**src/rtl/lc3b_types.sv**
```systemverilog
// Shared LC-3b types: word/mask aliases plus the memory-arbiter grant and state enums.
package lc3b_types;

  typedef logic [15:0] lc3b_word;
  typedef logic [1:0]  lc3b_mem_wmask;

  typedef enum logic {
    arb_grant_i = 1'b0,
    arb_grant_d = 1'b1
  } lc3b_arb_grant;

  typedef enum logic [1:0] {
    arb_idle   = 2'd0,
    arb_i_busy = 2'd1,
    arb_d_busy = 2'd2
  } lc3b_arb_state;

endpackage

```
**src/rtl/mem_arbiter_pick.sv**
```systemverilog
// Combinational winner selection for the I/D memory arbiter.
// Define ARB_ROUND_ROBIN_EN to alternate ties; otherwise D wins every tie.
module mem_arbiter_pick
  import lc3b_types::*;
(
  input  logic i_req_i,
  input  logic d_req_i,
  input  logic last_grant_i,
  output logic grant_valid_o,
  output logic grant_o
);

`ifndef ARB_ROUND_ROBIN_EN
  logic unused_last_grant;
  assign unused_last_grant = last_grant_i;
`endif

  always_comb begin
    grant_valid_o = i_req_i | d_req_i;
    grant_o       = arb_grant_d;
    if (i_req_i && d_req_i) begin
`ifdef ARB_ROUND_ROBIN_EN
      grant_o = (last_grant_i == arb_grant_d) ? arb_grant_i : arb_grant_d;
`else
      grant_o = arb_grant_d;
`endif
    end else if (i_req_i) begin
      grant_o = arb_grant_i;
    end else begin
      grant_o = arb_grant_d;
    end
  end

endmodule

```
**src/rtl/mem_arbiter.sv**
```systemverilog
// Shares one memory port between the LC-3b I-fetch and D-access paths; the
// winning request is latched at grant and held until mem_resp (see ARB_ROUND_ROBIN_EN).
module mem_arbiter
  import lc3b_types::*;
#(
  parameter int ADDR_W = 16,
  parameter int DATA_W = 16,
  parameter int MASK_W = DATA_W / 8
) (
  input  logic              clk,
  input  logic              rst,
  input  logic              i_read,
  input  logic [ADDR_W-1:0] i_addr,
  output logic [DATA_W-1:0] i_rdata,
  output logic              i_resp,
  input  logic              d_read,
  input  logic              d_write,
  input  logic [ADDR_W-1:0] d_addr,
  input  logic [DATA_W-1:0] d_wdata,
  input  logic [MASK_W-1:0] d_byte_enable,
  output logic [DATA_W-1:0] d_rdata,
  output logic              d_resp,
  output logic              mem_read,
  output logic              mem_write,
  output logic [ADDR_W-1:0] mem_addr,
  output logic [DATA_W-1:0] mem_wdata,
  output logic [MASK_W-1:0] mem_byte_enable,
  input  logic [DATA_W-1:0] mem_rdata,
  input  logic              mem_resp
);

  lc3b_arb_state     state_q, state_d;
  lc3b_arb_grant     last_grant_q, last_grant_d;
  logic [ADDR_W-1:0] addr_q, addr_d;
  logic [DATA_W-1:0] wdata_q, wdata_d;
  logic [MASK_W-1:0] mask_q, mask_d;
  logic              read_q, read_d;
  logic              write_q, write_d;
  logic              d_req;
  logic              grant_valid;
  logic              grant_side;

  assign d_req = d_read | d_write;

  mem_arbiter_pick u_pick (
    .i_req_i       (i_read),
    .d_req_i       (d_req),
    .last_grant_i  (last_grant_q),
    .grant_valid_o (grant_valid),
    .grant_o       (grant_side)
  );

  always_comb begin
    state_d      = state_q;
    last_grant_d = last_grant_q;
    addr_d       = addr_q;
    wdata_d      = wdata_q;
    mask_d       = mask_q;
    read_d       = read_q;
    write_d      = write_q;
    case (state_q)
      arb_idle: begin
        if (grant_valid) begin
          last_grant_d = lc3b_arb_grant'(grant_side);
          if (grant_side == arb_grant_d) begin
            // A simultaneous read+write is granted as the write.
            state_d = arb_d_busy;
            addr_d  = d_addr;
            wdata_d = d_wdata;
            mask_d  = d_byte_enable;
            write_d = d_write;
            read_d  = ~d_write;
          end else begin
            state_d = arb_i_busy;
            addr_d  = i_addr;
            mask_d  = {MASK_W{1'b1}};
            read_d  = 1'b1;
            write_d = 1'b0;
          end
        end else begin
          read_d  = 1'b0;
          write_d = 1'b0;
        end
      end
      arb_i_busy, arb_d_busy: begin
        if (mem_resp) begin
          state_d = arb_idle;
          read_d  = 1'b0;
          write_d = 1'b0;
        end else begin
          state_d = state_q;
        end
      end
      default: begin
        state_d = arb_idle;
        read_d  = 1'b0;
        write_d = 1'b0;
      end
    endcase
  end

  always_ff @(posedge clk or posedge rst) begin
    if (rst) begin
      state_q      <= arb_idle;
      last_grant_q <= arb_grant_i;
      addr_q       <= {ADDR_W{1'b0}};
      wdata_q      <= {DATA_W{1'b0}};
      mask_q       <= {MASK_W{1'b1}};
      read_q       <= 1'b0;
      write_q      <= 1'b0;
    end else begin
      state_q      <= state_d;
      last_grant_q <= last_grant_d;
      addr_q       <= addr_d;
      wdata_q      <= wdata_d;
      mask_q       <= mask_d;
      read_q       <= read_d;
      write_q      <= write_d;
    end
  end

  assign mem_read        = read_q;
  assign mem_write       = write_q;
  assign mem_addr        = addr_q;
  assign mem_wdata       = wdata_q;
  assign mem_byte_enable = mask_q;

  assign i_resp  = (state_q == arb_i_busy) & mem_resp;
  assign d_resp  = (state_q == arb_d_busy) & mem_resp;
  assign i_rdata = mem_rdata;
  assign d_rdata = mem_rdata;

endmodule

```
**config.mk**
```make
export PLATFORM = sky130hd
export DESIGN_NAME = mem_arbiter
export DESIGN_NICKNAME = d
export VERILOG_FILES = /design/src/rtl/lc3b_types.sv /design/src/rtl/mem_arbiter_pick.sv /design/src/rtl/mem_arbiter.sv
export SDC_FILE = /design/constraint.sdc
export NUM_CORES = 1
export LEC_CHECK = 0
export CORE_ASPECT_RATIO = 2
export CORE_MARGIN = 8
export CORE_UTILIZATION = 37
export CTS_CLUSTER_DIAMETER = 200
export DETAILED_ROUTE_END_ITERATION = 10
export PLACE_DENSITY_LB_ADDON = 0.3
export SYNTH_ARGS = -nofsm -noshare
export SYNTH_HDL_FRONTEND = slang
export SYNTH_SLANG_ARGS = --single-unit
```
**constraint.sdc**
```tcl
create_clock -name clk -period 2.44 [get_ports clk]
set_input_delay 0.488 -clock clk [delete_from_list [all_inputs] [get_ports clk]]
set_output_delay 0.488 -clock clk [all_outputs]
set_load 0.01 [all_outputs]
```
==> impl_table.tex <==
\begin{tabular}{lr}
\hline
Metric & Value \\
\hline
\multicolumn{2}{l}{\textbf{Worst setup path}} \\
Type of destination of the critical path & output pin \\
Slowest Stage Delay on Critical Path & 530 ps \\
Cell repeated most along the worst path & clkdlybuf4s50\_1 \\
Family of cells with the greatest summed delay on the critical path & buffers and inverters \\
Flop2flop setup slack & 630 ps \\
Bufs and invs on worst path & 2 \\
Crit path cell chain & clkdlybuf4s50\_1 -> and2\_1 -> clkdlybuf4s50\_1 \\
Critical register-to-register path startpoint & state\_q[0]\$\_DFFE\_PP0P\_ \\
Worst Setup Path Type & in -> out \\
Data arrival at the endpoint of the critical path & 1630 ps \\
Number of cells traversed by the worst register-to-register path & 5 \\
Levels on crit path & 3 \\
Slowest cell on crit path & clkdlybuf4s50\_1 \\
Startpoint kind of the worst setup timing path & primary input \\
Endpoint required time on the critical path & 1950 ps \\
Highest net fanout along the worst path & 3 \\
Worst R2R End & mem\_addr[2]\$\_DFFE\_PP0P\_ \\
\multicolumn{2}{l}{\textbf{Final layout}} \\
Share of cells above drive strength 1 & 17.60\% \\
Area used by multi-input combinational logic & 670.6 sq um \\
Combined flip-flop and latch cell area & 953.4 sq um \\
Layout fillers & 456 \\
Layout overhead on the synthesized area & 42.59\% \\
ANT cells & 0 \\
Number of nets in the finished design & 307 \\
\multicolumn{2}{l}{\textbf{Clock tree}} \\
Post-cts resize count & 0 \\
Number of buffers between clock root and the deepest sink & 2 \\
Worst-skew pair later-pin latency & 280 ps \\
Number of buffers created by CTS & 5 \\
Master cell of the clock root buffer & clkbuf\_8 \\
Count of clock tree sinks & 38 \\
Worst-path clk slew & 70 ps \\
Post-CTS Setup Repair Bufs & 0 \\
TritonCTS clock tree & built \\
Hold Buf Count CTS & 0 \\
Number of H-tree levels & 2 \\
\multicolumn{2}{l}{\textbf{Route}} \\
Routed via count divided by cell count & 4.746 \\
Number of vias in the routed layout & 1,381 \\
DRC violation count after routing & 0 \\
First drt pass iteration count & 4 \\
Count of routing violations after the opening detailed-route iteration & 32 \\
Total length of routed wires & 5184 um \\
Routed wire length per instance & 17.81 um \\
Final antenna-violating net count & 0 \\
\multicolumn{2}{l}{\textbf{Logic synthesis}} \\
Area share of fa/ha/maj cells after synthesis & 1.901\% \\
Yosys Warn Count & 0 \\
Synthesized cell area & 1974 sq um \\
Post-synth EDFFs & 0 \\
Cell with the most instances after synthesis & dfrtp\_1 \\
Yosys reg bits & 38 \\
Synth Area per Inst & 11.75 sq um \\
Area share of the largest cell type after synthesis & 45.63\% \\
Xor and xnor fraction of the mapped netlist area & 0\% \\
Synthesized netlist net count & 243 \\
Complex-gate fraction of the synthesized area & 12.17\% \\
Gate count after technology mapping & 168 \\
Top cells by area, synth & dfrtp\_1 46\%, buf\_4 12\%, mux2\_4 8.4\% \\
Multiplexer area fraction after synthesis & 11.22\% \\
Number of unique standard cell types used by synthesis & 25 \\
Largest family of logic cells by synthesized area & buffers and inverters \\
Dominant synthesized flop cell & dfrtp\_1 \\
Simple-Gate Fraction of Synth Area & 8.682\% \\
Share of the yosys chip area belonging to registers & 48.29\% \\
Most used standard cells in the synthesized netlist & 36 x dfrtp\_1, 34 x nor2\_1, 32 x buf\_4 \\
Top cell type by total area after synthesis & dfrtp\_1 \\
Share of synthesized flip-flops with an asynchronous set or reset & 100.0\% \\
\multicolumn{2}{l}{\textbf{STA}} \\
Hold violation count in the final report & 0 \\
Measured slew at the worst slew-check pin & 781.8 ps \\
Max-Slew Margin vs Limit & 47.88\% \\
Maximum clock rate & 471.1 MHz \\
Min Clock Period, post-route & 2123 ps \\
Setup Skew & 2.839 ps \\
Min setup slack post-route & 317.2 ps \\
Period Utilization, post-route & 87.00\% \\
Aggregate negative setup slack & 0 ps \\
RSZ-0062 raised after global routing & no \\
Total setup violations reported at the end of the flow & 0 \\
Max-slew violation count & 0 \\
\multicolumn{2}{l}{\textbf{Power}} \\
Clock share of power & 18.3\% \\
Switching power share of the total & 32.26\% \\
Switching Power & 0.001159 W \\
Power Dens Cells & 1276 nW/um\^{}2 \\
Worst IR drop on VDD & 1056 uV \\
Combinational group share of total power & 50.4\% \\
Fraction of power consumed by sequential logic & 31.3\% \\
Cell-internal power & 0.002433 W \\
Static Leakage & 1.180 nW \\
\multicolumn{2}{l}{\textbf{Global routing}} \\
Maximum number of pins on one net before global-route repair & 39 \\
Via count of the first global-routing pass & 1,571 \\
Number of antenna violations at the first check in global routing & 0 \\
Total routing resource utilization after global routing & 13.19\% \\
Total global routing overflow & 0 \\
First-pass GRT wire length & 8038 um \\
\multicolumn{2}{l}{\textbf{Place}} \\
Routability congestion estimate & 0.7402 \\
Port buffer count & 93 \\
Detailed-placement wirelength estimate & 3983 um \\
Pre-CTS setup slack & 310.0 ps \\
\multicolumn{2}{l}{\textbf{Run status}} \\
Result of the run & finished, final reports clean \\
\multicolumn{2}{l}{\textbf{Floorplanning}} \\
X dimension of the die & 67.66 um \\
Placeable core area & 5139 sq um \\
Number of ports placed on the die boundary & 142 \\
Die Ht & 119.3 um \\
Total Die Area & 8072 sq um \\
Standard-cell rows & 37 \\
Starting Density & 38.42\% \\
\multicolumn{2}{l}{\textbf{Worst hold path}} \\
Worst hold path type & reg -> reg \\
Worst hold path stage count & 2 \\
Min-Delay Startpoint & mem\_write\$\_DFFE\_PP0P\_ \\
Worst min-delay path endpoint & mem\_write\$\_DFFE\_PP0P\_ \\
\multicolumn{2}{l}{\textbf{Job}} \\
Number of violations of the max-capacitance limit & 0 \\
\hline
\end{tabular}
area by class of cell:
cell class,count,share of cell area [%]
sequential,38,33.87
clock buffer,6,2.933
tap,58,2.578
multi-input combinational,86,23.82
inverter,4,0.5333
clock inverter,2,2.133
timing repair buffer,97,34.13
flip-flops by register name, summed over array words and instances (netlist names):
signal           count
mem_write            1
mem_byte_enable      2
mem_addr            16
mem_wdata           16
mem_read             1
state_q              2
how the worst max path moves through the flow:
stage	start	endpoint
global route	state_q[1]$_DFFE_PP0P_	i_resp
CTS	mem_resp	d_resp
finish	mem_resp	d_resp
global placement	mem_resp	d_resp
detailed placement	mem_resp	d_resp
floorplan	state_q[0]$_DFFE_PP0P_	mem_wdata[0]$_DFFE_PP0P_
stage by stage:
| stage | util, % | power, W | cell area, sq um | instances | hold slack [ps] |
|---|---|---|---|---|---|
| 2_1_floorplan | - | 0.002208 | 1974 | 168 | 516.2 |
| 5_1_grt | 54.78 | 0.003818 | 2815 | 291 | 517.6 |
| 3_3_place_gp | 52.01 | 0.002946 | 2673 | 283 | 475.4 |
| 3_5_place_dp | 52.01 | 0.002978 | 2673 | 283 | 482.5 |
| 4_1_cts | 54.78 | 0.003661 | 2815 | 291 | 504.1 |
| 6_report | 54.78 | 0.003592 | 2815 | 291 | 495.9 |
cells by family after synthesis:
group,after synthesis
buffers and inverters,44
muxes,16
and+or+nand+nor,41
DFF,38
adders and majority gates,3
AOI/OAI and AO/OA,26
per-layer routing:
layer / up-vias / GRT usage (%) / part of all wire, %
met5: - / 0 / 0
met4: 0 / 5.534 / 1.2
met3: 16 / 4.507 / 7.9
met2: 53 / 24.87 / 59
met1: 656 / 11.71 / 32
li1: 656 / - / -
cell usage in the layout (no fill, tap or decap), drive strengths merged:
| master | Yosys | final |
|---|---|---|
| bufinv | 0 | 2 |
| inv | 4 | 4 |
| o31a | 1 | 1 |
| a22o | 1 | 1 |
| dfstp | 2 | 2 |
| dfrtp | 36 | 36 |
| o22a | 2 | 2 |
| nand2b | 1 | 1 |
| clkbuf | 1 | 6 |
| nand4bb | 1 | 1 |
| and2 | 2 | 2 |
| o21ai | 2 | 2 |
| clkdlybuf4s50 | 0 | 93 |
| nor2 | 34 | 34 |
| a21oi | 3 | 3 |
| mux2 | 16 | 16 |
| buf | 39 | 4 |
| ha | 3 | 3 |
| o22ai | 17 | 17 |
| nand2 | 2 | 2 |
| nor2b | 1 | 1 |
worst reg2reg max path, stage by stage (launching register included):
cell	delay (ps)
dfrtp_1	400
inv_1	110
ha_1	310
o31a_1	700
nor2_1	100
nor2_1	130
power by group through the flow:
stage	logic, W	registers [W]	clock network, W
floorplan	0.000943	0.00127	0
global placement	0.00183	0.00112	0
detailed placement	0.00184	0.00113	0
CTS	0.00185	0.00113	0.000680
global route	0.00195	0.00117	0.000702
finish	0.00181	0.00112	0.000657
No activity file was read; power rests on OpenSTA's default activity.
